--- src/rtl/led_pkg.sv ---
// Shared LED mode encodings and helpers, reused by the LED engines and top levels.
package led_pkg;

   typedef enum logic [1:0] {
      MODE_OFF   = 2'b00,
      MODE_FLASH = 2'b01,
      MODE_RUN   = 2'b10,
      MODE_BOTH  = 2'b11
   } ledMode_t;

   // OFF is only left, never re-entered; BOTH wraps back to FLASH.
   function automatic ledMode_t advanceMode(input ledMode_t cur);
      case (cur)
         MODE_OFF:   return MODE_FLASH;
         MODE_FLASH: return MODE_RUN;
         MODE_RUN:   return MODE_BOTH;
         default:    return MODE_FLASH;
      endcase
   endfunction

   function automatic logic modeFlash(input ledMode_t m);
      return (m == MODE_FLASH) || (m == MODE_BOTH);
   endfunction

   function automatic logic modeRun(input ledMode_t m);
      return (m == MODE_RUN) || (m == MODE_BOTH);
   endfunction

endpackage

--- src/rtl/led_tick_gen.sv ---
// Dwell prescaler: counts 0..TICK_DIV-1 and flags the last count as a tick.
module led_tick_gen #(
   parameter int TICK_DIV = 50000
) (
   input  logic CLK,
   input  logic RSTn,
   input  logic Clr,
   input  logic En,
   output logic Tick
);

   localparam int CW = (TICK_DIV > 2) ? $clog2(TICK_DIV) : 1;
   localparam logic [CW-1:0] LAST = CW'(TICK_DIV - 1);

   logic [CW-1:0] r_count;
   logic          w_atLast;

   assign w_atLast = (r_count == LAST);
   assign Tick     = En && w_atLast;

   // Held at zero while disabled so an enable always starts a full period.
   always_ff @(posedge CLK or negedge RSTn) begin
      if (!RSTn) begin
         r_count <= '0;
      end else if (Clr || !En || w_atLast) begin
         r_count <= '0;
      end else begin
         r_count <= r_count + CW'(1);
      end
   end

endmodule

--- src/rtl/led_sched_ctrl.sv ---
// LED mode scheduler: advances OFF/FLASH/RUN/BOTH on a key edge or on dwell expiry.
module led_sched_ctrl
   import led_pkg::*;
#(
   parameter int TICK_DIV    = 50000,
   parameter int DWELL_TICKS = 2000
) (
   input  logic       CLK,
   input  logic       RSTn,
   input  logic       Key_Next,
   input  logic       Auto_En,
   output logic       Flash_En,
   output logic       Run_En,
   output logic [1:0] Mode,
   output logic       Mode_Change
);

   localparam int DW = (DWELL_TICKS > 2) ? $clog2(DWELL_TICKS) : 1;
   localparam logic [DW-1:0] DWELL_LAST = DW'(DWELL_TICKS - 1);

   logic          r_keySync1;
   logic          r_keySync2;
   logic          r_keyPrev;
   logic          w_keyEdge;
   logic          w_tick;
   logic          w_expiry;
   logic          w_advance;
   logic [DW-1:0] r_dwell;
   ledMode_t      r_state;
   ledMode_t      w_nextState;
   ledMode_t      r_mode;
   logic          r_flashEn;
   logic          r_runEn;
   logic          r_modeChange;

   // Key is asynchronous: two-flop synchronizer then a previous-level flop for edge detection.
   always_ff @(posedge CLK or negedge RSTn) begin
      if (!RSTn) begin
         r_keySync1 <= 1'b0;
         r_keySync2 <= 1'b0;
         r_keyPrev  <= 1'b0;
      end else begin
         r_keySync1 <= Key_Next;
         r_keySync2 <= r_keySync1;
         r_keyPrev  <= r_keySync2;
      end
   end

   assign w_keyEdge = r_keySync2 && !r_keyPrev;
   assign w_expiry  = w_tick && (r_dwell == DWELL_LAST) && Auto_En;
   assign w_advance = w_keyEdge || w_expiry;

   led_tick_gen #(
      .TICK_DIV (TICK_DIV)
   ) u_tickGen (
      .CLK  (CLK),
      .RSTn (RSTn),
      .Clr  (w_advance),
      .En   (Auto_En),
      .Tick (w_tick)
   );

   // Any advance restarts the dwell period, whichever source caused it.
   always_ff @(posedge CLK or negedge RSTn) begin
      if (!RSTn) begin
         r_dwell <= '0;
      end else if (w_advance || !Auto_En) begin
         r_dwell <= '0;
      end else if (w_tick) begin
         r_dwell <= (r_dwell == DWELL_LAST) ? '0 : r_dwell + DW'(1);
      end
   end

   always_ff @(posedge CLK or negedge RSTn) begin
      if (!RSTn) begin
         r_state <= MODE_OFF;
      end else begin
         r_state <= w_nextState;
      end
   end

   always_comb begin
      w_nextState = r_state;
      if (w_advance) begin
         w_nextState = advanceMode(r_state);
      end
   end

   // Outputs decode the next state so they change on the same edge as the state.
   always_ff @(posedge CLK or negedge RSTn) begin
      if (!RSTn) begin
         r_mode       <= MODE_OFF;
         r_flashEn    <= 1'b0;
         r_runEn      <= 1'b0;
         r_modeChange <= 1'b0;
      end else begin
         r_mode       <= w_nextState;
         r_flashEn    <= modeFlash(w_nextState);
         r_runEn      <= modeRun(w_nextState);
         r_modeChange <= w_advance;
      end
   end

   assign Mode        = r_mode;
   assign Flash_En    = r_flashEn;
   assign Run_En      = r_runEn;
   assign Mode_Change = r_modeChange;

endmodule

--- config.mk ---
export PLATFORM = sky130hd
export DESIGN_NAME = led_sched_ctrl
export DESIGN_NICKNAME = d
export VERILOG_FILES = /design/src/rtl/led_pkg.sv /design/src/rtl/led_tick_gen.sv /design/src/rtl/led_sched_ctrl.sv
export SDC_FILE = /design/constraint.sdc
export NUM_CORES = 1
export LEC_CHECK = 0
export ABC_CLOCK_PERIOD_IN_PS = 2500
export BUFFER_PORTS_ARGS = -buffer_cell sky130_fd_sc_hd__buf_2
export CORE_MARGIN = 8
export CORE_UTILIZATION = 59
export DETAILED_ROUTE_END_ITERATION = 7
export PLACE_DENSITY_LB_ADDON = 0.15
export SYNTH_ARGS = -nofsm -noshare
export SYNTH_HDL_FRONTEND = slang
export SYNTH_SLANG_ARGS = --single-unit
--- constraint.sdc ---
create_clock -name CLK -period 2.5 [get_ports CLK]
set_input_delay 0.25 -clock CLK [delete_from_list [all_inputs] [get_ports CLK]]
set_output_delay 0.25 -clock CLK [all_outputs]
set_load 0.02 [all_outputs]
==> impl_metrics.json, run 1 <==
{
  "internal-power_mw": 0.703,
  "fin_crit_sh": 0.799,
  "first_global_vias": 1170,
  "max_cap_viol_count": 0,
  "fp.dieH_um": 69.2,
  "syn_area_um2": 1670,
  "required_ns": 2.75,
  "rsz0062_at_grt": "no",
  "min_path_type": "in -> reg",
  "numCtsBuffers": 5,
  "nNetsFinal": 186,
  "hpwlAfterDp_um": 2100,
  "netlist_top_cells_area": "dfrtp_1, nor2_1, a21oi_1, xnor2_1, xor2_1",
  "setup-tns-final_ns": 0,
  "area_growth_pct": 7.34,
  "tightest_slew_ns": 0.715,
  "hold_viol_final": 0,
  "place_congestion": 0.827,
  "synth.most_common_cell": "dfrtp_1",
  "post-cts-setup-buffers": 0,
  "drt_first_pass_iters": 4,
  "p_per_area_nw_per_um2": 550,
  "drtAntennaViolNets": 0,
  "postSynthCellCount": 168,
  "wl_per_cell_um": 14.2,
  "p_clk_frac": 0.287,
  "num_antenna_cells": 0,
  "setup_ws_ns": 0.502,
  "synth-main-ff-cell": "dfrtp_1",
  "r2r_setup_slack_ns": 0.50,
  "r2r_cells": 6,
  "avgSynthCellArea_um2": 9.95,
  "worstSetupEndpointType": "flop",
  "synth.top_cells.by_count": "dfrtp_1, nor2_1, a21oi_1, nand3_1, nand2_1",
  "cts-htree-levels": 2,
  "yosysTopAreaCell": "dfrtp_1",
  "finalCriticalPeriod_ns": 2.00,
  "cts_tree": "built",
  "hold_ws_ns": 0.265,
  "worstSetupStartpointType": "flop",
  "rows": 19,
  "synth_seq_cells": 33,
  "crit_type": "reg -> reg",
  "power.switching_mw": 0.284,
  "cts_root_buf": "clkbuf_4",
  "yosysSeqAreaShare": 0.494,
  "switching_share": 0.287,
  "drive_gt1_frac": 0.139,
  "stdcell_count": 211,
  "num-fill-cells": 228,
  "grt_max_degree": 34,
  "antenna_found_initial": 0,
  "final_max_slew_viol_count": 0,
  "setup_viol": 0,
  "reg2reg_to": "r_dwell[5]",
  "ys_warn_count": 0,
  "slew-limit-headroom": 0.523,
  "synth-edff-count": 0,
  "outcome": "complete, no violations",
  "num_vias": 1211,
  "final_core_utilization": 0.656,
  "skew_ns": 0.00981,
  "io_buffer_count": 8,
  "grt_pass1_wl_um": 5220,
  "clockBufferDepth": 2,
  "ir_drop_mv": 0.567,
  "postRouteWirelength_um": 3000,
  "synthesis.nets": 175,
  "clkLatencyLatePin_ns": 0.33,
  "drc_errors": 0,
  "reg2reg_from": "u_tickGen.r_count[0]",
  "start_util": 0.611,
  "synth_top_cell_area_share": 0.494,
  "vias_per_cell": 5.74,
  "synthDistinctLibCells": 35,
  "setup.worst_path.end": "r_dwell[5]",
  "power.leakage_nw": 0.754,
  "core_um2": 2730,
  "power_frac_seq": 0.578,
  "path_clk_slew_ns": 0.10,
  "ys_async_sr_fraction": 1.00,
  "max_freq_ghz": 0.500,
  "drt_iter0_drc": 99,
  "dp.cells": 201,
  "io_pins": 9,
  "fp.dieW_um": 69.2,
  "dpl_worst_slack_ns": 0.520,
  "critical_path.startpoint": "u_tickGen.r_count[0]",
  "grt.overflow.total": 0,
  "cts.sinks": 33,
  "path_max_fanout": 18,
  "grt_usage": 0.132,
  "worstPathArrival_ns": 2.25,
  "p_comb_frac": 0.135,
  "die_area_um2": 4790
}
==> final cells by class <==
class                      instances  area, um2  area share
clock buffer                       5       37.5      0.0209
timing repair buffer              10       60.1      0.0335
inverter                           5       18.8      0.0105
sequential                        33        826       0.460
multi-input combinational        124        796       0.444
clock inverter                     3       17.5     0.00976
tap                               31       38.8      0.0216
==> stage by stage <==
step	area (um2)	power (mW)
floorplan	1670	0.681
global placement	1720	0.710
detailed placement	1720	0.717
CTS	1790	1.01
global route	1790	1.04
finish	1790	0.986
==> metal layers <==
| metal | vias up | global-route usage | part of all wire |
|---|---|---|---|
| li1 | 607 | - | - |
| met1 | 585 | 0.143 | 0.44 |
| met2 | 14 | 0.223 | 0.51 |
| met3 | 5 | 0.0472 | 0.038 |
| met4 | 0 | 0.0592 | 0.013 |
| met5 | - | 0 | 0 |
==> power by group through the flow <==
| stage | Sequential, mW | Clock, mW | Combinational, mW |
|---|---|---|---|
| after detailed placement | 0.581 | 0 | 0.135 |
| final | 0.570 | 0.283 | 0.133 |
| after floorplan | 0.601 | 0 | 0.0798 |
| after global placement | 0.579 | 0 | 0.130 |
| after global routing | 0.577 | 0.313 | 0.150 |
| after CTS | 0.571 | 0.300 | 0.138 |
==> cells by family after synthesis <==
family          share of synthesized area
buf+inv                            0.0299
compound gates                     0.0846
simple gates                        0.290
flops                               0.494
fa+ha+maj                          0.0225
xor+xnor                           0.0786
==> critical path, stage by stage (launching register included) <==
cell and delay [ns]:
dfrtp_1 0.40, ha_1 0.19, and3_1 0.27, nand4_4 0.25, nand2b_4 0.25, or4_1 0.39, a21oi_1 0.16
==> layout by cell type (no fill, tap or decap), types with 2 or more instances in the layout <==
master / instances
a21oi_1: 14
a31oi_1: 2
and3_1: 2
and4_1: 2
buf_2: 8
clkbuf_4: 5
clkinv_2: 2
dfrtp_1: 33
dlygate4sd3_1: 2
ha_1: 3
inv_1: 5
nand2_1: 9
nand2b_1: 3
nand3_1: 10
nand4_1: 4
nor2_1: 29
nor3_1: 5
o21ai_0: 6
or3_1: 4
or4_1: 2
xnor2_1: 8
xor2_1: 7
==> how the worst min path moves through the flow <==
stage          depth (start not counted)          end    start
3_5_place_dp                           1   r_dwell[5]     RSTn
5_1_grt                                3  Mode_Change  Auto_En
2_1_floorplan                          0  Mode_Change     RSTn
6_report                               3  Mode_Change  Auto_En
4_1_cts                                3  Mode_Change  Auto_En
3_3_place_gp                           1   r_dwell[5]     RSTn
==> sequential cells by signal, indices dropped and copies added (netlist names), named ones only <==
name / count
Mode_Change: 1
u_tickGen.r_count: 16
r_keySync2: 1
r_dwell: 11
r_keySync1: 1
r_keyPrev: 1
==> timing repair <==
item                                   in CTS  in global routing
endpoints found under the hold margin      34                  0
hold buffers                                2                  0
gates resized for setup                     0                  0
No activity file was read; power rests on OpenSTA's default activity.
==> run 2, diff against run 1 <==
--- a/config.mk
+++ b/config.mk
@@ -5,10 +5,11 @@
 export SDC_FILE = /design/constraint.sdc
 export NUM_CORES = 1
 export LEC_CHECK = 0
-export ABC_CLOCK_PERIOD_IN_PS = 2500
+export ABC_AREA = 1
+export ABC_CLOCK_PERIOD_IN_PS = 1900
 export BUFFER_PORTS_ARGS = -buffer_cell sky130_fd_sc_hd__buf_2
 export CORE_MARGIN = 8
-export CORE_UTILIZATION = 59
+export CORE_UTILIZATION = 60
 export DETAILED_ROUTE_END_ITERATION = 7
 export PLACE_DENSITY_LB_ADDON = 0.15
 export SYNTH_ARGS = -nofsm -noshare
==> constraint.sdc (replaced) <==
create_clock -name CLK -period 1.9 [get_ports CLK]
set_input_delay 0.19 -clock CLK [delete_from_list [all_inputs] [get_ports CLK]]
set_output_delay 0.19 -clock CLK [all_outputs]
set_load 0.02 [all_outputs]
==> run 2 against run 1 <==
Synthesized cell count increased by 42%. Power up 31%. Global-route usage increased by 2.9 points. Largest cell class is now multi-input combinational cells. Clock power increased by 35%. Final cell count increased by 36%. Register-to-register slack got worse by 0.37 ns. Wire length grew 20%. Worst setup slack worse by 0.37 ns. Area after synthesis is 10% higher. Via count grew 24%.
==> impl_metrics.json, run 2 <==
{
  "setup-tns-final_ns": 0,
  "p_per_area_nw_per_um2": 654,
  "worstHoldStart": "Auto_En",
  "netlist_top_cells_area": "dfrtp_1, nand2_1, nor2_1, inv_1, xor2_1",
  "die_area_um2": 5100,
  "ys_async_sr_fraction": 1.00,
  "power.switching_mw": 0.375,
  "avgSynthCellArea_um2": 7.72,
  "clkLatencyLatePin_ns": 0.35,
  "yosys.area_share.simple": 0.379,
  "start_util": 0.619,
  "ir_drop_mv": 0.442,
  "io_buffer_count": 8,
  "path_max_fanout": 11,
  "slew-limit-headroom": 0.528,
  "yosysTopAreaCell": "dfrtp_1",
  "largest_register_ffs": 16,
  "crit_type": "reg -> reg",
  "grt_max_degree": 34,
  "synth_compound_area_frac": 0.0305,
  "reg2reg_from": "r_dwell[0]",
  "tightest_slew_ns": 0.708,
  "power_frac_seq": 0.577,
  "vias_per_cell": 5.21,
  "drtAntennaViolNets": 0,
  "post-cts-setup-buffers": 0,
  "regMostFlops": "u_tickGen.r_count",
  "cts.sinks": 33,
  "synth_top_cell_area_share": 0.448,
  "path_cells": "ha_1, nand3_1, nor3b_4, nand2_1, nand3_2, nor2_1",
  "r2r_setup_slack_ns": 0.13,
  "cts_root_buf": "clkbuf_4",
  "slowest_delay_ns": 0.46,
  "area_growth_pct": 7.26,
  "drt_iter0_drc": 105,
  "required_ns": 2.14,
  "postRouteWirelength_um": 3580,
  "io_pins": 9,
  "num_vias": 1500,
  "numCtsBuffers": 5,
  "synth-edff-count": 0,
  "synth.top_cells.by_count": "nand2_1, nor2_1, dfrtp_1, inv_1",
  "power.leakage_nw": 0.892,
  "path_clk_slew_ns": 0.10,
  "outcome": "complete, no violations",
  "num_antenna_cells": 0,
  "synth.most_common_cell": "nand2_1",
  "min_to": "Mode_Change",
  "stdcell_count": 288,
  "drc_errors": 0,
  "place_congestion": 0.910,
  "final_common_cell": "nand2_1",
  "worstSetupEndpointType": "flop",
  "dp.cells": 278,
  "yosysSeqAreaShare": 0.448,
  "internal-power_mw": 0.920,
  "cts_tree": "built",
  "postSynthCellCount": 239,
  "fp.dieH_um": 71.4,
  "synthesis.nets": 246,
  "hold_ws_ns": 0.202,
  "p_comb_frac": 0.128,
  "final_max_slew_viol_count": 0,
  "finalCriticalPeriod_ns": 1.77,
  "synthAdderAreaFrac": 0.0204,
  "antenna_found_initial": 0,
  "min_path_cells": 3,
  "min_path_type": "in -> reg",
  "core_um2": 2980,
  "grt_usage": 0.160,
  "synth-main-ff-cell": "dfrtp_1",
  "fin_crit_sh": 0.931,
  "final_core_utilization": 0.664,
  "worstPathArrival_ns": 2.00,
  "r2r_cells": 6,
  "synth_seq_cells": 33,
  "reg2reg_to": "r_dwell[0]",
  "report.power.total_mw": 1.29,
  "p_clk_frac": 0.295,
  "synthDistinctLibCells": 23,
  "setup_viol": 0,
  "hpwlAfterDp_um": 2580,
  "hold_viol_final": 0,
  "cts-htree-levels": 2,
  "wl_per_cell_um": 12.4,
  "first_global_vias": 1471,
  "syn_area_um2": 1840,
  "rsz0062_at_grt": "no",
  "nNetsFinal": 261,
  "max_freq_ghz": 0.566,
  "drive_gt1_frac": 0.122,
  "ys_warn_count": 0,
  "worst_path_max_delay_cell": "dfrtp_1",
  "rows": 20,
  "drt_first_pass_iters": 4,
  "grt_pass1_wl_um": 6460,
  "num-fill-cells": 257,
  "largest_registers": "u_tickGen.r_count x16, r_dwell x11",
  "switching_share": 0.290,
  "grt.overflow.total": 0,
  "muxShareOfSynthArea": 0,
  "fp.dieW_um": 71.4,
  "layout_common_cells": "nand2_1, nor2_1, dfrtp_1, inv_1",
  "worstSetupStartpointType": "flop",
  "clockBufferDepth": 2,
  "synth_xor_xnor_area_share": 0.0475,
  "synth_top_family_by_area": "simple AND/OR/NAND/NOR gates",
  "skew_ns": 0.0109,
  "max_cap_viol_count": 0
}
-- run 2: cells by family (layout without fill, tap and decap cells) --
group           after synthesis  in the layout
xor+xnor                     10             10
simple gates                150            150
fa+ha+maj                     3              3
flops                        33             33
buf+inv                      32             48
compound gates               11             11
-- run 2: worst max path at each step --
| stage | start | slack (ns) | to | cells past startpoint |
|---|---|---|---|---|
| after floorplan | r_dwell[0] | 0.34 | r_dwell[0] | 7 |
| after global placement | r_dwell[0] | 0.15 | r_dwell[0] | 6 |
| after detailed placement | r_dwell[0] | 0.12 | r_dwell[0] | 6 |
| after CTS | r_dwell[0] | 0.10 | r_dwell[0] | 6 |
| after global routing | r_dwell[0] | 0.001 | r_dwell[0] | 6 |
| final | r_dwell[0] | 0.13 | r_dwell[0] | 6 |
-- run 2: power by group through the flow --
stage / Combinational [mW] / Sequential [mW] / Clock (mW)
after floorplan: 0.106 / 0.781 / 0
after global placement: 0.166 / 0.760 / 0
after detailed placement: 0.168 / 0.761 / 0
after CTS: 0.171 / 0.747 / 0.398
after global routing: 0.186 / 0.750 / 0.417
final: 0.166 / 0.746 / 0.382
-- run 2: critical path: cells and delay by family (launching register included) --
kind	cells	cell delay, ns
and+or+nand+nor	5	0.95
adders and majority gates	1	0.24
DFF	1	0.46
-- run 2: area by class of cell --
type,count,area (um2),area share
Timing Repair Buffer,12,75.1,0.0380
Clock buffer,6,41.3,0.0209
Tap cell,33,41.3,0.0209
Sequential cell,33,826,0.417
Clock inverter,2,10.0,0.00506
Inverter,28,105,0.0531
Multi-Input combinational cell,174,880,0.445
-- run 2: metrics by stage --
stage | worst slack (ns) | area, um2
after global placement | 0.145 | 1910
final | 0.132 | 1980
after floorplan | 0.337 | 1840
after global routing | 0.00136 | 1980
after detailed placement | 0.123 | 1910
after CTS | 0.100 | 1980
-- run 2: routing by layer --
metal  up-vias  global-route usage  wire length [um]
met5         -                   0                 0
met4         0              0.0993                89
met3         8              0.0404               258
met2        52               0.241              1550
met1       658               0.201              1680
li1        782                   -                 -
-- run 2: timing repair --
action	in CTS	in global routing
setup endpoints to repair	0	4
hold endpoints to repair	34	0
hold buffers	2	0
resized for setup	0	0
==> run 3, diff against run 2 <==
--- a/config.mk
+++ b/config.mk
@@ -14,4 +14,5 @@
 export PLACE_DENSITY_LB_ADDON = 0.15
 export SYNTH_ARGS = -nofsm -noshare
 export SYNTH_HDL_FRONTEND = slang
+export SYNTH_HIERARCHICAL = 1
 export SYNTH_SLANG_ARGS = --single-unit
==> run 3 against run 2 <==
Cell area increased by 5.8%. Sequential power barely moved. First-iteration DRC count rose by 10%. Sequential share of layout area fell by 2.3 points. Critical path depth increased by 6. Wire length is 0.95% lower. Worst hold slack got worse by 0.048 ns. Core utilization up 3.9 points. Global-route usage is 1.0 points lower. Largest cell class unchanged.
==> impl_metrics.json, run 3 <==
{
  "outcome": "complete, no violations",
  "path_depth": 12,
  "grt_usage": 0.150,
  "power.leakage_nw": 0.962,
  "synth_seq_cells": 33,
  "vias_per_cell": 5.09,
  "synthDistinctLibCells": 26,
  "hold_ws_ns": 0.154,
  "worstHoldStart": "Auto_En",
  "fp.dieH_um": 71.1,
  "worstPathArrival_ns": 1.97,
  "numCtsBuffers": 5,
  "grt.overflow.total": 0,
  "max_cap_viol_count": 0,
  "setup_viol": 0,
  "path_clk_slew_ns": 0.10,
  "cts_root_buf": "clkbuf_4",
  "avgSynthCellArea_um2": 7.78,
  "cts.sinks": 33,
  "num_vias": 1516,
  "grt_pass1_wl_um": 6010,
  "rows": 20,
  "synth-edff-count": 0,
  "fin_crit_sh": 0.920,
  "crit_type": "reg -> reg",
  "die_area_um2": 5050,
  "drt_first_pass_iters": 4,
  "synthesis.nets": 241,
  "antenna_found_initial": 0,
  "clkLatencyLatePin_ns": 0.34,
  "netlist_top_cells_area": "dfrtp_1, nand2_1, nor2_1, inv_1, xor2_1",
  "ir_drop_mv": 0.512,
  "drt_iter0_drc": 116,
  "design_area_um2": 2090,
  "cts-htree-levels": 2,
  "min_path_cells": 3,
  "worstSetupEndpointType": "flop",
  "setup-tns-final_ns": 0,
  "io_pins": 9,
  "num_antenna_cells": 0,
  "clockBufferDepth": 2,
  "postRouteWirelength_um": 3550,
  "finalCriticalPeriod_ns": 1.75,
  "drc_errors": 0,
  "syn_area_um2": 1820,
  "synth_top_cell_area_share": 0.454,
  "synth-main-ff-cell": "dfrtp_1",
  "multi_input_area_um2": 890,
  "seqCellArea_um2": 826,
  "r2r_setup_slack_ns": 0.15,
  "yosysSeqAreaShare": 0.454,
  "hpwlAfterDp_um": 2440,
  "wl_per_cell_um": 11.9,
  "cp_top_family": "simple AND/OR/NAND/NOR gates",
  "place_congestion": 0.793,
  "min_path_type": "in -> reg",
  "largest_register_ffs": 16,
  "ys_async_sr_fraction": 1.00,
  "synth.top_cells.by_count": "nand2_1, nor2_1, dfrtp_1, inv_1, nand3_1",
  "start_util": 0.611,
  "area_growth_pct": 15.0,
  "hold_viol_final": 0,
  "dpl_cell_area_um2": 1960,
  "path_max_fanout": 8,
  "num-fill-cells": 246,
  "r2r_cells": 12,
  "first_global_vias": 1396,
  "ys_warn_count": 6,
  "p_per_area_nw_per_um2": 627,
  "skew_ns": 0.0194,
  "max_freq_ghz": 0.572,
  "layout_common_cells": "nand2_1, nor2_1, dfrtp_1, inv_1, buf_4",
  "worst_path_max_delay_cell": "dfrtp_1",
  "min_to": "r_dwell[9]",
  "path_cells": "ha_2, nand3_2, nor2_2, nand2_2, nor2_4, nand2_1, inv_1, nand4_2, nand2_2, nor2_2, nand2_4, nor2_1",
  "reg2reg_to": "u_tickGen/r_count[5]",
  "nNetsFinal": 271,
  "cts_tree": "built",
  "final_common_cell": "nand2_1",
  "required_ns": 2.12,
  "largest_registers": "u_tickGen/r_count x16, r_dwell x11",
  "postSynthCellCount": 234,
  "core_um2": 2980,
  "reg2reg_from": "u_tickGen/r_count[0]",
  "slew-limit-headroom": 0.517,
  "drive_gt1_frac": 0.208,
  "worstSetupStartpointType": "flop",
  "crit_buf_inv": 1,
  "grt_max_degree": 34,
  "yosysTopAreaCell": "dfrtp_1",
  "io_buffer_count": 8,
  "synth.most_common_cell": "nand2_1",
  "drtAntennaViolNets": 0,
  "slowest_delay_ns": 0.37,
  "fp.dieW_um": 71.1,
  "regMostFlops": "u_tickGen/r_count",
  "tightest_slew_ns": 0.725,
  "final_max_slew_viol_count": 0
}
==> run 3: cell types whose count changed in the layout (fill, tap and decap cells not counted), moves of 3 or more <==
cell	before	now
buf_4	2	16
nor3_1	13	1
nor2_1	38	45
a21oi_1	8	3
nand2_1	63	58
nand4_1	4	8
nand2_2	2	5
==> run 3: routing by layer <==
layer | track usage | share of wire | routed length, um | vias up
li1 | - | - | - | 786
met3 | 0.0480 | 0.037 | 132 | 6
met5 | 0 | 0 | 0 | -
met2 | 0.241 | 0.49 | 1730 | 18
met4 | 0.0670 | 0.019 | 66 | 0
met1 | 0.179 | 0.45 | 1610 | 706
==> run 3: power by group <==
part	internal [mW]	switching (mW)	total, mW	leakage [nW]
Sequential	0.727	0.0200	0.747	0.448
Clock	0.141	0.240	0.381	0.0320
Combinational	0.0627	0.123	0.186	0.482
Total	0.930	0.383	1.31	0.962
==> run 3: what timing repair did <==
action                                  CTS  global route
setup buffers                             0             4
resized for setup                         2             7
hold endpoints to repair                 34             0
cloned                                    0             1
pin swaps                                 0             5
hold buffers                              2             0
endpoints found under the setup margin   18            20
==> run 3: cell type report <==
class                      count  share of cell area
clock inverter                 2             0.00478
inverter                      28              0.0502
tap                           33              0.0197
sequential                    33               0.395
timing repair buffer          26              0.0861
clock buffer                   6              0.0197
multi-input combinational    170               0.425
==> run 3: worst max-delay path by stage <==
stage | start | endpoint | slack [ns]
global placement | u_tickGen/r_count[1] | u_tickGen/r_count[9] | -0.02
global route | u_tickGen/r_count[1] | u_tickGen/r_count[1] | -0.0006
floorplan | u_tickGen/r_count[0] | u_tickGen/r_count[5] | 0.009
CTS | u_tickGen/r_count[1] | u_tickGen/r_count[1] | 0.04
finish | u_tickGen/r_count[0] | u_tickGen/r_count[5] | 0.15
detailed placement | u_tickGen/r_count[1] | u_tickGen/r_count[11] | -0.07
==> run 3: stage by stage <==
stage	utilization	setup WS, ns	std cells	total power [mW]
2_1_floorplan	-	0.00884	234	0.891
3_3_place_gp	0.658	-0.0168	283	0.938
3_5_place_dp	0.658	-0.0702	283	0.938
4_1_cts	0.684	0.0397	293	1.33
5_1_grt	0.703	-0.000587	298	1.39
6_report	0.703	0.153	298	1.31
==> run 3: logic make-up (layout without fill, tap and decap cells) <==
| logic type | count (synthesis) | in the layout | share of synthesized area |
|---|---|---|---|
| AND/OR/NAND/NOR | 147 | 148 | 0.372 |
| flip-flops | 33 | 33 | 0.454 |
| buffers and inverters | 32 | 62 | 0.0763 |
| XOR/XNOR | 11 | 11 | 0.0529 |
| AO/OA/AOI/OAI | 8 | 8 | 0.0247 |
| adder cells (fa/ha/maj) | 3 | 3 | 0.0206 |
==> run 3: worst reg2reg max path: stages, from the launching register on <==
cell and delay (ns):
dfrtp_1 0.37, ha_2 0.20, nand3_2 0.09, nor2_2 0.10
nand2_2 0.07, nor2_4 0.16, nand2_1 0.06, inv_1 0.06
nand4_2 0.13, nand2_2 0.14, nor2_2 0.09, nand2_4 0.12
nor2_1 0.05
